File: src/rtl/cpu_run_monitor.sv
// Run controller and end-of-test monitor for the cpu core: sequences core reset, counts cycles/retires,
// ends the run on a tohost store or timeout. Optional retire watchdog: define RUN_MON_WDOG_EN.
module cpu_run_monitor #(
   parameter int                 XLEN         = 32,
   parameter int                 CNT_W        = 32,
   parameter int                 RST_CYCLES   = 1,
   parameter int                 MAX_CYCLES   = 100,
   parameter logic [XLEN-1:0]    TOHOST_ADDR  = 32'h0000_1000,
   parameter int                 STALL_CYCLES = 16
) (
   input  logic             clk,
   input  logic             reset,
   input  logic             start,
   input  logic             retire,
   input  logic             mem_we,
   input  logic [XLEN-1:0]  mem_addr,
   input  logic [XLEN-1:0]  mem_wdata,
   output logic             core_reset,
   output logic             busy,
   output logic             done,
   output logic             pass,
   output logic             timeout,
   output logic             stall,
   output logic [XLEN-1:0]  fail_code,
   output logic [CNT_W-1:0] cycle_count,
   output logic [CNT_W-1:0] instret_count
);

   typedef enum logic [1:0] {S_IDLE, S_RESET, S_RUN, S_DONE} state_t;

   localparam int RST_W = (RST_CYCLES < 2) ? 1 : $clog2(RST_CYCLES + 1);

   state_t           state_q, state_d;
   logic [RST_W-1:0] rst_cnt_q, rst_cnt_d;
   logic [CNT_W-1:0] cycle_q, cycle_d;
   logic [CNT_W-1:0] instret_q, instret_d;
   logic             core_reset_q, core_reset_d;
   logic             pass_q, pass_d;
   logic             timeout_q, timeout_d;
   logic             stall_q, stall_d;
   logic [XLEN-1:0]  fail_q, fail_d;
   logic             tohost_hit;
   logic             timeout_hit;
   logic             wdog_hit;

   assign tohost_hit  = mem_we && (mem_addr == TOHOST_ADDR);
   assign timeout_hit = (MAX_CYCLES != 0) && (cycle_q == CNT_W'(MAX_CYCLES - 1));

`ifdef RUN_MON_WDOG_EN
   localparam int ST_W = (STALL_CYCLES < 2) ? 1 : $clog2(STALL_CYCLES + 1);
   logic [ST_W-1:0] stall_cnt_q, stall_cnt_d;

   // Counter holds zero outside RUN, so it is already clear on entry to RUN.
   always_comb begin
      stall_cnt_d = '0;
      if (state_q == S_RUN && !retire)
         stall_cnt_d = stall_cnt_q + ST_W'(1);
   end

   assign wdog_hit = (state_q == S_RUN) && !retire && (stall_cnt_q == ST_W'(STALL_CYCLES - 1));

   always_ff @(posedge clk) begin
      if (reset) stall_cnt_q <= '0;
      else       stall_cnt_q <= stall_cnt_d;
   end
`else
   logic unused_stall_cfg;
   assign unused_stall_cfg = (STALL_CYCLES != 0);
   assign wdog_hit         = 1'b0;
`endif

   always_comb begin
      state_d   = state_q;
      rst_cnt_d = rst_cnt_q;
      cycle_d   = cycle_q;
      instret_d = instret_q;
      pass_d    = pass_q;
      timeout_d = timeout_q;
      stall_d   = stall_q;
      fail_d    = fail_q;
      case (state_q)
         S_IDLE, S_DONE: begin
            if (start) begin
               state_d   = S_RESET;
               rst_cnt_d = RST_W'(RST_CYCLES);
               cycle_d   = '0;
               instret_d = '0;
               pass_d    = 1'b0;
               timeout_d = 1'b0;
               stall_d   = 1'b0;
               fail_d    = '0;
            end
         end
         S_RESET: begin
            // <= 1 also covers a misconfigured RST_CYCLES of 0
            if (rst_cnt_q <= RST_W'(1)) state_d = S_RUN;
            else                        rst_cnt_d = rst_cnt_q - RST_W'(1);
         end
         S_RUN: begin
            cycle_d = cycle_q + CNT_W'(1);
            if (retire) instret_d = instret_q + CNT_W'(1);
            if (tohost_hit) begin
               state_d = S_DONE;
               pass_d  = (mem_wdata == XLEN'(1));
               fail_d  = mem_wdata >> 1;
            end else if (timeout_hit) begin
               state_d   = S_DONE;
               timeout_d = 1'b1;
            end else if (wdog_hit) begin
               state_d = S_DONE;
               stall_d = 1'b1;
               pass_d  = 1'b0;
            end
         end
         default: state_d = S_IDLE;
      endcase
      core_reset_d = (state_d != S_RUN);
   end

   always_ff @(posedge clk) begin
      if (reset) begin
         state_q      <= S_IDLE;
         rst_cnt_q    <= '0;
         cycle_q      <= '0;
         instret_q    <= '0;
         core_reset_q <= 1'b1;
         pass_q       <= 1'b0;
         timeout_q    <= 1'b0;
         stall_q      <= 1'b0;
         fail_q       <= '0;
      end else begin
         state_q      <= state_d;
         rst_cnt_q    <= rst_cnt_d;
         cycle_q      <= cycle_d;
         instret_q    <= instret_d;
         core_reset_q <= core_reset_d;
         pass_q       <= pass_d;
         timeout_q    <= timeout_d;
         stall_q      <= stall_d;
         fail_q       <= fail_d;
      end
   end

   assign core_reset    = core_reset_q;
   assign busy          = (state_q == S_RESET) || (state_q == S_RUN);
   assign done          = (state_q == S_DONE);
   assign pass          = pass_q;
   assign timeout       = timeout_q;
   assign stall         = stall_q;
   assign fail_code     = fail_q;
   assign cycle_count   = cycle_q;
   assign instret_count = instret_q;

endmodule

File: config.mk
export PLATFORM = sky130hd
export DESIGN_NAME = cpu_run_monitor
export DESIGN_NICKNAME = d
export VERILOG_FILES = /design/src/rtl/cpu_run_monitor.sv
export SDC_FILE = /design/constraint.sdc
export NUM_CORES = 1
export LEC_CHECK = 0
export ABC_AREA = 1
export CORE_ASPECT_RATIO = 1.2
export CORE_UTILIZATION = 47
export CTS_CLUSTER_SIZE = 16
export DETAILED_ROUTE_END_ITERATION = 8
export HOLD_SLACK_MARGIN = 0.12
export MAX_ROUTING_LAYER = met4
export PLACE_DENSITY = 0.83
export SLEW_MARGIN = 20
export SYNTH_ARGS = -nofsm -noshare
export SYNTH_HDL_FRONTEND = slang
export SYNTH_SLANG_ARGS = --single-unit
File: constraint.sdc
create_clock -name clk -period 2.43 [get_ports clk]
set_input_delay 0.486 -clock clk [delete_from_list [all_inputs] [get_ports clk]]
set_output_delay 0.486 -clock clk [all_outputs]
set_load 0.03 [all_outputs]
; ---- Yosys cells after proc, flatten, opt, wreduce, memory -nomap -nowiden
; Index checks and enable logic that the tools add are counted.
; Widths: inputs -> output; s select.
[totals]
word_cells = 56
mem_count = 0
latch_bits = 0
in_bits = 69
rom_bits = 0
output_inout_bits = 102
mem_bits_rw = 0
regBits = 102
[op_classes]
bitwise_logic = 0
n_addsub = 3
mul = 0
n_eq_ne = 13
n_reduce_logical = 11
n_shift = 0
muxes = 20
div_mod_pow = 0
order_cmp = 1
[ops]
columns = operator, count
row1 = $pmux 32 s2, 3
row2 = $mux 32, 3
row3 = $add 32x1->32 const B, 2
row4 = $eq 32x1->1 const B, 1
row5 = $eq 32x13->1 const B, 1
row6 = $eq 32x7->1 const B, 1
row7 = $ne 2x2->1 const B, 7
row8 = $reduce_and 3->1, 3
row9 = $mux 2, 4
row10 = $mux 1, 6
row11 = $pmux 1 s2, 3
row12 = $pmux 2 s3, 1
row13 = $eq 2x2->1 const B, 2
row14 = $reduce_and 4->1, 1
row15 = $reduce_bool 2->1, 2
row16 = $eq 2x1->1 const B, 1
row17 = $logic_not 2->1, 1
row18 = $reduce_and 2->1, 1
row19 = $reduce_or 2->1, 1
row20 = $le 1x1->1 const B, 1
row21 = $logic_and 1x1->1, 1
row22 = $logic_or 1x1->1, 1
row23 = $sub 1x1->1 const B, 1

; ---- Logic depth before layout (Yosys ltp)
[depth]
word_depth = 5
ltp_mapped = 12
mapped_depth_nobuf = 12

; ---- Worst setup path before layout
; OpenSTA, ideal clock, no wires.
[synth_path]
kind = reg2reg
start = register state_q[0]
end = register instret_q[5], in the netlist instret_count[5]
setup_slack_ns = 0.469
synth_period_minus_slack_ns = 1.961
required_ns = 2.308
path_stages_with_launch = 10
setup_ns = 0.122
arrival_time_ns = 1.838
n_path_buf = 0
path_cell_list = dfxtp_1 > inv_1 > ha_1 > inv_1 > nor2_2 > nor2_8 > o21ai_4 > or2_2 > o21ai_1 > a21oi_1
[synth_via]
elab_chain_len = 4
elab_cells_between_ends = 9
classes_between = eq/ne (4) / mux (1) / reduce/logical (4)
[synth_rtl]
columns = element, line_no
row1 = "start, declared", 33  ; state_t state_q, state_d;
row2 = "start signal, assigned", 132  ; state_q <= state_d;
row3 = $eq 2x2->1 / $logic_not 2->1 (equally long branches), 81  ; case (state_q)
row4 = $reduce_or 2->1, 81
row5 = $ne 2x2->1 (no line) / $reduce_bool 2->1 (equally long branches), n/a
row6 = $reduce_and 3->1 (no line), n/a
row7 = "end signal, assigned", 135  ; instret_q <= instret_d;
row8 = "end, declared", 36  ; logic [CNT_W-1:0] instret_q, instret_d;
; Parallel ways exist; a longest one is shown, timed or not.
; A chain may end at the register's enable or synchronous reset.

; ---- Final worst setup path
[layout_path]
start = register state_q[0]
end = register instret_q[12], in the netlist instret_count[12]
; The elaborated chain is that of the path after synthesis.

==> flow_summary.toml <==
[run_status]
status = "finished clean"

[power]
switchingPower_mw = 1.827
leakagePower_nw = 2.943
comb_power_share_pct = 36.3
clockPowerShare_pct = 27.7
p_total_mw = 4.745
p_int_mw = 2.919
p_sw_share_pct = 38.49
sequentialPowerShare_pct = 36.0
peakVddDrop_mv = 0.4738
p_per_area_nw_per_um2 = 626.7

[clock_network]
cts_tree = "yes"
numCtsBuffers = 9
htreeDepth = 3
clk_latency_ns = 0.34
cts_hold_buf = 0
post_cts_buffers = 0
clk_pin_slew_ns = 0.07
clockRootBuffer = "clkbuf_16"
clockBufferDepth = 2
cts_sinks = 100
cts_resized = 0

[layout]
fin_nets = 1095
layout_commonest_cell = "nand2_1"
diodes = 0
fillers = 1028
final_cell_area_um2 = 7572
regArea_um2 = 2002
final_cell_mix = "nand2_1, clkdlybuf4s50_1, nor2_1"
finish.utilization_pct = 67.97
area_delta_synth_final_pct = 39.09
stdcell_count = 1181
drive_above_1_share_pct = 4.284
multi_input_area_um2 = 2836

[global_route]
grt_start_max_net_pins = 37
grt_pass1_wl_um = 25660
grt.overflow.total = 0
antenna_found_initial = 0
grt_util_all_layers_pct = 27.04
grt_pass1_vias = 5640

[floorplan]
start_util_pct = 48.87
dieArea_um2 = 12020
die_h_um = 119.9
core_um2 = 11140
io_pins = 171
fp-row-count = 42
die_w_um = 100.2

[critical_path]
worstReg2RegEnd = "instret_count[12]"
rrSetupSlack_ns = 0.31
critical_path_buf_inv_count = 3
path_cells = "inv_1 -> ha_1 -> inv_1 -> nor2_2 -> nor2_8 -> o21ai_4 -> nor2_4 -> nand2_1 -> nand2_1 -> o21ai_0 -> o21ai_0 -> inv_1"
timing.critical_path.mode_cell = "inv_1"
r2r_cells = 12
crit_slowest_cell = "ha_1"
critPathMaxFanout = 15
critPathRequiredTime_ns = 2.67
end_kind = "flop"
cp_top_family = "simple AND/OR/NAND/NOR gates"
start_kind = "flop"
reg2reg_from = "state_q[0]"
critPathMaxStageDelay_ns = 0.35
critPathKind = "flop to flop"
cp.arrival_ns = 2.36

[detailed_routing]
drc = 0
firstDrtPassIters = 7
via_per_inst = 5.201
drtIter0Drc = 370
wire_per_inst_um = 13.10
num_vias = 6142
routed_wl_um = 15480
drtAntennaViolNets = 0

[placed_design]
place_area_um2 = 7307
dp.cells = 1165
post-place-ws_ns = 0.2006
portBuffers = 168
gp_congestion = 0.9341
dpl.hpwl_um = 11690

[timing]
rsz0062_at_grt = "false"
setup_violations = 0
layout_setup_ws_ns = 0.3106
fin_tns_setup_ns = 0
skew_ns = 0.007645
timing.hold.ws_ns = 0.4758
finalMaxSlewViolations = 0
finalCriticalPeriod_ns = 2.119
final-hold-violation-count = 0
layout_worst_path_cycle_share_pct = 87.22
max_clock_freq_ghz = 0.4718

[synthesis]
ys_seq_area_share_pct = 36.77
synth_top_cell_area_share_pct = 36.77
synth_cells = 860
yosys_warnings = 0
synth_top_area_cell = "dfxtp_1"
synth.avg_cell_area_um2 = 6.330
synthTopCellsByArea = "dfxtp_1, nand2_1, nor2_1"
synth_cell_types = 34
synth-seq-cells = 100
synth_area_um2 = 5444

[worst_hold_path]
whs_endpoint = "instret_count[8]"
hp-start = "instret_count[8]"
hold_class = "flop to flop"
whs_path_depth = 2

[flow_run]
maxCapViolCount = 0
[worst register-to-register path, stage by stage (launching register included)]
cell,delay [ns]
dfxtp_1,0.34
inv_1,0.06
ha_1,0.35
inv_1,0.13
nor2_2,0.07
nor2_8,0.23
o21ai_4,0.19
nor2_4,0.21
nand2_1,0.13
nand2_1,0.09
o21ai_0,0.08
o21ai_0,0.07
inv_1,0.05
[cells in the mapped netlist, drive strengths merged]
library cell	n
o22ai	1
buf	27
nor4	1
a2bb2oi	1
nand3b	1
or2	4
o21a	1
ha	4
inv	119
nor3b	3
dfxtp	100
nor2	158
clkinv	1
a221oi	1
nand2	173
a211oi	1
nand4	53
nor3	24
conb	1
a21oi	71
o21ai	34
and2	1
clkbuf	5
nand3	75
[power by group through the flow]
stage          registers [mW]  logic [mW]  clock network (mW)
2_1_floorplan            1.79        1.13                   0
3_3_place_gp             1.74        1.70                   0
3_5_place_dp             1.75        1.73                   0
4_1_cts                  1.71        1.73                1.33
5_1_grt                  1.71        1.90                1.40
6_report                 1.71        1.72                1.31
[final cells by class]
type	count	area share (%)
Clock buffer	12	3.123
Clock inverter	4	0.3470
Inverter	120	5.965
Multi-Input combinational cell	609	37.46
Sequential cell	100	26.44
Tap cell	154	2.545
Timing Repair Buffer	182	24.12
[sequential cells by signal (all words and copies together) (netlist names)]
signal,count
core_reset,1
cycle_count,32
fail_code,31
instret_count,32
pass,1
state_q,2
timeout,1
[per-layer routing]
metal / vias to the layer above / GRT usage [%] / part of all wire [%]
li1: 3110 / - / -
met1: 2785 / 31.90 / 41
met2: 229 / 45.76 / 50
met3: 18 / 6.290 / 7.6
met4: 0 / 7.699 / 1.2
met5: - / - / 0
[logic make-up after synthesis]
kind of cell	Yosys count	synth area share [%]
AND/OR/NAND/NOR	493	40.43
buffers and inverters	152	11.24
flip-flops	100	36.77
adder cells (fa/ha/maj)	4	0.9194
other	1	0.06888
AO/OA/AOI/OAI	110	10.57
[worst max-delay path by stage]
stage                     from                end  slack [ns]  cells past startpoint
finish              state_q[0]  instret_count[12]        0.31                     12
floorplan           state_q[0]   instret_count[5]        0.47                      9
detailed placement       start  instret_count[12]        0.20                     10
CTS                 state_q[0]               busy        0.01                      4
global placement         start    cycle_count[10]        0.21                      9
global route        state_q[0]  instret_count[12]        0.08                     12
Note: power is estimated with default switching activity, not from simulation.
